[src/rtl/apbbus_tmo.sv]
`default_nettype none
// ============================================================================
//  Module   : apbbus_tmo
//  Purpose  : APB 1-to-N interconnect. It decodes the slave select field,
//             returns an error for unmapped accesses, aborts hung slaves with
//             a per-transfer timeout and keeps a sticky record of timeouts.
//  Revision : 1.0  initial release
// ============================================================================
module apbbus_tmo #(
  parameter int          N        = 4,
  parameter int          DEC_LSB  = 16,
  parameter int          DEC_W    = 4,
  parameter int          TIMEOUT  = 255,
  parameter logic [31:0] ERR_DATA = 32'hdeadbeef
) (
  input  logic              clk,
  input  logic              rst,
  // upstream (master side)
  input  logic              up_pwrite,
  input  logic [31:0]       up_pwdata,
  input  logic [31:0]       up_paddr,
  input  logic              up_penable,
  input  logic              up_psel,
  output logic              up_pready,
  output logic [31:0]       up_prdata,
  output logic              up_pslverr,
  // downstream (slave side)
  output logic              down_pwrite,
  output logic [31:0]       down_pwdata,
  output logic [31:0]       down_paddr,
  output logic              down_penable,
  output logic [N-1:0]      down_psel_vec,
  input  logic [N-1:0]      down_pready_vec,
  input  logic [N*32-1:0]   down_prdata_vec,
  input  logic [N-1:0]      down_pslverr_vec,
  // sticky timeout capture
  output logic              err_valid,
  output logic [31:0]       err_addr,
  output logic [7:0]        err_count,
  input  logic              err_clr
);

  // Counter only ever reaches TIMEOUT, so this width never wraps.
  localparam int               CNT_W   = (TIMEOUT < 1) ? 1 : $clog2(TIMEOUT + 1);
  localparam logic [CNT_W-1:0] TMO_CNT = CNT_W'(TIMEOUT);
  localparam bit               TMO_EN  = (TIMEOUT != 0);
  localparam logic [DEC_W:0]   N_EXT   = (DEC_W + 1)'(N);

  typedef enum logic [1:0] {
    IDLE  = 2'd0,
    WAIT  = 2'd1,
    ABORT = 2'd2
  } state_t;

  state_t             state, state_nxt;
  logic [CNT_W-1:0]   cnt, cnt_nxt, cnt_inc;
  logic [DEC_W-1:0]   idx;
  logic               mapped;
  logic               sel_pready;
  logic               sel_pslverr;
  logic [31:0]        sel_prdata;
  logic               abort_now;
  logic               abort_entry;

  assign idx    = up_paddr[DEC_LSB +: DEC_W];
  assign mapped = ({1'b0, idx} < N_EXT);

  // Request fields are broadcast unchanged to every slave.
  assign down_pwrite  = up_pwrite;
  assign down_pwdata  = up_pwdata;
  assign down_paddr   = up_paddr;
  assign down_penable = up_penable;

  // Reset wins over the registered state so outputs fall back to pass-through
  // in the very cycle rst is asserted.
  assign abort_now = (state == ABORT) && !rst;

  // Select the addressed slave's response; unmapped reads look ready.
  always_comb begin
    sel_pready  = 1'b1;
    sel_pslverr = 1'b0;
    sel_prdata  = ERR_DATA;
    for (int i = 0; i < N; i++) begin
      if (mapped && (idx == DEC_W'(i))) begin
        sel_pready  = down_pready_vec[i];
        sel_pslverr = down_pslverr_vec[i];
        sel_prdata  = down_prdata_vec[i*32 +: 32];
      end
    end
  end

  // One-hot slave select, suppressed while a timed-out transfer is aborted.
  always_comb begin
    down_psel_vec = '0;
    for (int i = 0; i < N; i++) begin
      down_psel_vec[i] = up_psel && mapped && !abort_now && (idx == DEC_W'(i));
    end
  end

  // Master-side response: abort, idle, decode error, or slave pass-through.
  always_comb begin
    up_pready  = sel_pready;
    up_pslverr = sel_pslverr;
    up_prdata  = sel_prdata;
    if (abort_now) begin
      up_pready  = 1'b1;
      up_pslverr = 1'b1;
      up_prdata  = ERR_DATA;
    end else if (!up_psel) begin
      up_pready  = 1'b1;
      up_pslverr = 1'b0;
      up_prdata  = ERR_DATA;
    end else if (!mapped) begin
      up_pready  = 1'b1;
      up_pslverr = up_penable;
      up_prdata  = ERR_DATA;
    end
  end

  // Timeout FSM: the counter holds the number of access cycles already
  // spent waiting, so ABORT lands on access cycle TIMEOUT+1.
  always_comb begin
    state_nxt = state;
    cnt_nxt   = cnt;
    cnt_inc   = cnt + CNT_W'(1);
    case (state)
      IDLE: begin
        cnt_nxt = '0;
        if (TMO_EN && up_psel && up_penable && mapped && !sel_pready) begin
          cnt_nxt   = CNT_W'(1);
          state_nxt = (TIMEOUT == 1) ? ABORT : WAIT;
        end
      end
      WAIT: begin
        if (!up_psel || sel_pready) begin
          state_nxt = IDLE;
          cnt_nxt   = '0;
        end else begin
          cnt_nxt = cnt_inc;
          if (cnt_inc == TMO_CNT) begin
            state_nxt = ABORT;
          end
        end
      end
      ABORT: begin
        state_nxt = IDLE;
        cnt_nxt   = '0;
      end
      default: begin
        state_nxt = IDLE;
        cnt_nxt   = '0;
      end
    endcase
  end

  assign abort_entry = (state_nxt == ABORT) && (state != ABORT);

  // State and counter registers.
  always_ff @(posedge clk) begin
    if (rst) begin
      state <= IDLE;
      cnt   <= '0;
    end else begin
      state <= state_nxt;
      cnt   <= cnt_nxt;
    end
  end

  // Sticky error capture; a new timeout overrides a simultaneous clear.
  always_ff @(posedge clk) begin
    if (rst) begin
      err_valid <= 1'b0;
      err_addr  <= '0;
      err_count <= '0;
    end else if (abort_entry) begin
      err_valid <= 1'b1;
      if (!err_valid || err_clr) begin
        err_addr <= up_paddr;
      end
      if (err_clr) begin
        err_count <= 8'd1;
      end else if (err_count != 8'hff) begin
        err_count <= err_count + 8'd1;
      end
    end else if (err_clr) begin
      err_valid <= 1'b0;
      err_addr  <= '0;
      err_count <= '0;
    end
  end

endmodule
`default_nettype wire

[config.mk]
export PLATFORM = sky130hd
export DESIGN_NAME = apbbus_tmo
export DESIGN_NICKNAME = d
export VERILOG_FILES = /design/src/rtl/apbbus_tmo.sv
export SDC_FILE = /design/constraint.sdc
export NUM_CORES = 1
export LEC_CHECK = 0
export ABC_AREA = 1
export CAP_MARGIN = 20
export CORE_AREA = 2 2 136 138
export CTS_CLUSTER_DIAMETER = 100
export DETAILED_ROUTE_END_ITERATION = 6
export DIE_AREA = 0 0 138 140
export DONT_BUFFER_PORTS = 1
export GPL_TIMING_DRIVEN = 0
export PLACE_DENSITY = 0.4
export SYNTH_ARGS = -nofsm -noshare
export SYNTH_HDL_FRONTEND = slang
export SYNTH_SLANG_ARGS = --single-unit
[constraint.sdc]
create_clock -name clk -period 5.1 [get_ports clk]
set_input_delay 1.02 -clock clk [delete_from_list [all_inputs] [get_ports clk]]
set_output_delay 1.02 -clock clk [all_outputs]
set_load 0.05 [all_outputs]
==> results of run 1 <==
==> per-layer routing <==
| metal | wire [um] | track usage |
|---|---|---|
| met3 | 1740 | 0.0677 |
| met4 | 499 | 0.0612 |
| met5 | 68 | 0.0251 |
| met1 | 6440 | 0.182 |
| met2 | 8420 | 0.281 |
==> flip-flops by register name (all words and copies together) (netlist names) <==
name       cells
err_valid      1
state          2
err_addr      32
cnt            8
err_count      8
==> cells in the mapped netlist, types with 2 or more instances <==
cell	count
nand2_1	114
a21oi_1	68
buf_4	66
dfxtp_1	51
nand3_1	32
inv_1	29
nor2_1	25
o21ai_0	24
o22ai_1	23
clkbuf_1	19
a31oi_1	16
o221ai_1	11
nor3_1	10
xor2_1	6
buf_2	5
nand3b_1	5
inv_2	4
buf_6	3
ha_1	3
nand4_1	3
nor2_2	3
nor2_4	3
nor3b_1	2
o21bai_1	2
==> power by group <==
group          switching, mW  total (mW)  internal, mW
clock                  0.145       0.337         0.192
combinational          0.184       0.239        0.0555
sequential         0.0000767       0.398         0.398
==> final timing paths <==
kind,end,cells past startpoint,slack [ns]
max,up_prdata[20],7,0.54
min,cnt[6],2,0.51
max reg2reg,err_count[3],11,2.67
min reg2reg,cnt[6],2,0.51
==> per-stage QoR <==
| step | total power [mW] | std cells | setup WS, ns | utilization |
|---|---|---|---|---|
| after detailed placement | 0.648 | 775 | 0.436 | 0.225 |
| final | 0.974 | 784 | 0.536 | 0.233 |
| after global placement | 0.643 | 762 | 0.309 | 0.218 |
| after global routing | 1.01 | 783 | 0.211 | 0.233 |
| after CTS | 0.991 | 782 | 0.426 | 0.233 |
| after floorplan | 0.612 | 533 | 1.09 | - |
==> area by class of cell <==
class / count / area [sq um]
clock inverters: 1 / 5.00
repair buffers: 14 / 116
multi-input cells: 355 / 1830
clock buffers: 6 / 139
inverters: 33 / 124
plain buffers: 94 / 629
diodes: 1 / 2.50
well taps: 229 / 287
fillers: 2067 / 13600
flip-flops and latches: 51 / 1020
==> cell families after synthesis <==
logic type	Yosys count	share of synthesized area
AO/OA/AOI/OAI	144	0.227
adder cells (fa/ha/maj)	3	0.0104
XOR/XNOR	6	0.0146
flip-flops	51	0.284
AND/OR/NAND/NOR	202	0.255
buffers and inverters	127	0.209
==> worst max-delay path, delay by kind of cell <==
family                 cells  cell delay, ns
AOI/OAI and AO/OA          2            1.03
buffers and inverters      3            0.87
and+or+nand+nor            2            0.62
==> flow_summary.yaml, run 1 <==
outcome:
  status: "complete, no violations"
drt:
  drc: 0
  dr_total_vias: 3935
  ant_nets: 0
  drt_iter0_markers: 123
  avgViaCountPerCell: 5.02
  first_pass_iters: 4
  wl_per_cell_um: 21.9
  drt-total-wl_um: 17200
die:
  dieArea_sq_um: 19300
  row_count: 49
  core-area_sq_um: 17800
  start_util: 0.202
  die_x_um: 138
  num_io_pins: 351
  fp.dieH_um: 140
yosys:
  yosysUniqueCellTypes: 30
  synth_edf_count: 0
  synthCells: 533
  synthesis.nets: 742
  synth_top_cell_area_share: 0.284
  yosys-top-cells-area: "dfxtp_1, buf_4, nand2_1, a21oi_1, nand3_1"
  syn_area_sq_um: 3600
  synth_ff_type: "dfxtp_1"
  yosys.area.top_type: "dfxtp_1"
  synth_seq_cells: 51
  yosysSeqAreaShare: 0.284
  async_flop_share: 0
  syn_avg_cell_area_sq_um: 6.75
  synth_warnings: 0
worst_setup_path:
  required_ns: 4.08
  path_max_fanout: 10
  crit_arrival_ns: 3.54
  worstPathCellList: "nor2_2 > buf_2 > inv_2 > nor3_2 > buf_1 > o21ai_0 > a31oi_1"
  max_stage_delay_ns: 0.87
  cp-start-kind: "input port"
  regToRegStartpoint: "err_count[0]"
  worstSetupStartpoint: "up_paddr[18]"
  cp-end-kind: "output port"
  critPathKind: "in -> out"
  slowest_stage: "a31oi_1"
job:
  maxCapViolations: 0
clock_network:
  ctsResizeCount: 0
  cts_tree: "yes"
  cts.clk_slew.worst_paths_ns: 0.06
  post_cts_buffers: 0
  cts_sinks: 51
  htreeDepth: 2
  hold_buffers: 0
  cts_root_buf: "clkbuf_16"
  insertion_delay_ns: 0.29
  cts_buffers: 5
  max-clock-path-buffers: 2
hold_path:
  worstHoldPathType: "reg -> reg"
  hp-start: "cnt[6]"
global_routing:
  grt_antenna_before_repair: 0
  grt_pass1_wl_um: 24400
  grt_max_degree: 15
  grt-ovfl-total: 0
  grtUsageTotal: 0.164
  grt_pass1_vias: 3841
layout:
  nets: 763
  final_cell_area_sq_um: 4150
  layout_common_cells: "nand2_1, buf_4, a21oi_1, dfxtp_1, nand3_1"
  final_common_cell: "nand2_1"
  drive_gt1_frac: 0.199
  area_growth_pct: 15.4
placed_design:
  place.gp.congestion: 1.02
  hpwl_um: 14600
  dpl_cell_area_sq_um: 4000
  portBuffers: 0
sta:
  max-slew-margin-rel: 0.217
  max_freq_ghz: 0.219
  finalSetupTns_ns: 0
  finalSetupViolCount: 0
  drv_slew: 0
  min_period_over_period: 0.895
  min_period_ns: 4.56
  holdWs_ns: 0.511
  rsz0062_at_grt: "no"
  report.final.hold_viol_count: 0
  skew_ns: 0.00652
  worst-slew-pin-transition_ns: 1.17
power_and_ir_drop:
  vdd_ir_drop_max_mv: 0.156
  power_leakage_nw: 1.46
  power.density_nw_per_um2: 235
No activity file was read; power rests on OpenSTA's default activity.
==> run 2: changes to the inputs <==
--- a/config.mk
+++ b/config.mk
@@ -14,6 +14,7 @@
 export DONT_BUFFER_PORTS = 1
 export GPL_TIMING_DRIVEN = 0
 export PLACE_DENSITY = 0.4
+export SKIP_CTS_REPAIR_TIMING = 1
 export SYNTH_ARGS = -nofsm -noshare
 export SYNTH_HDL_FRONTEND = slang
 export SYNTH_SLANG_ARGS = --single-unit
==> results of run 2 <==
Same layout as run 1: the final DEF is identical, and so are final timing and power.
==> run 3: changes to the inputs <==
--- a/config.mk
+++ b/config.mk
@@ -15,6 +15,7 @@
 export GPL_TIMING_DRIVEN = 0
 export PLACE_DENSITY = 0.4
 export SKIP_CTS_REPAIR_TIMING = 1
+export SKIP_LAST_GASP = 1
 export SYNTH_ARGS = -nofsm -noshare
 export SYNTH_HDL_FRONTEND = slang
 export SYNTH_SLANG_ARGS = --single-unit
==> results of run 3 <==
Same layout as run 1: the final DEF is identical, and so are final timing and power.
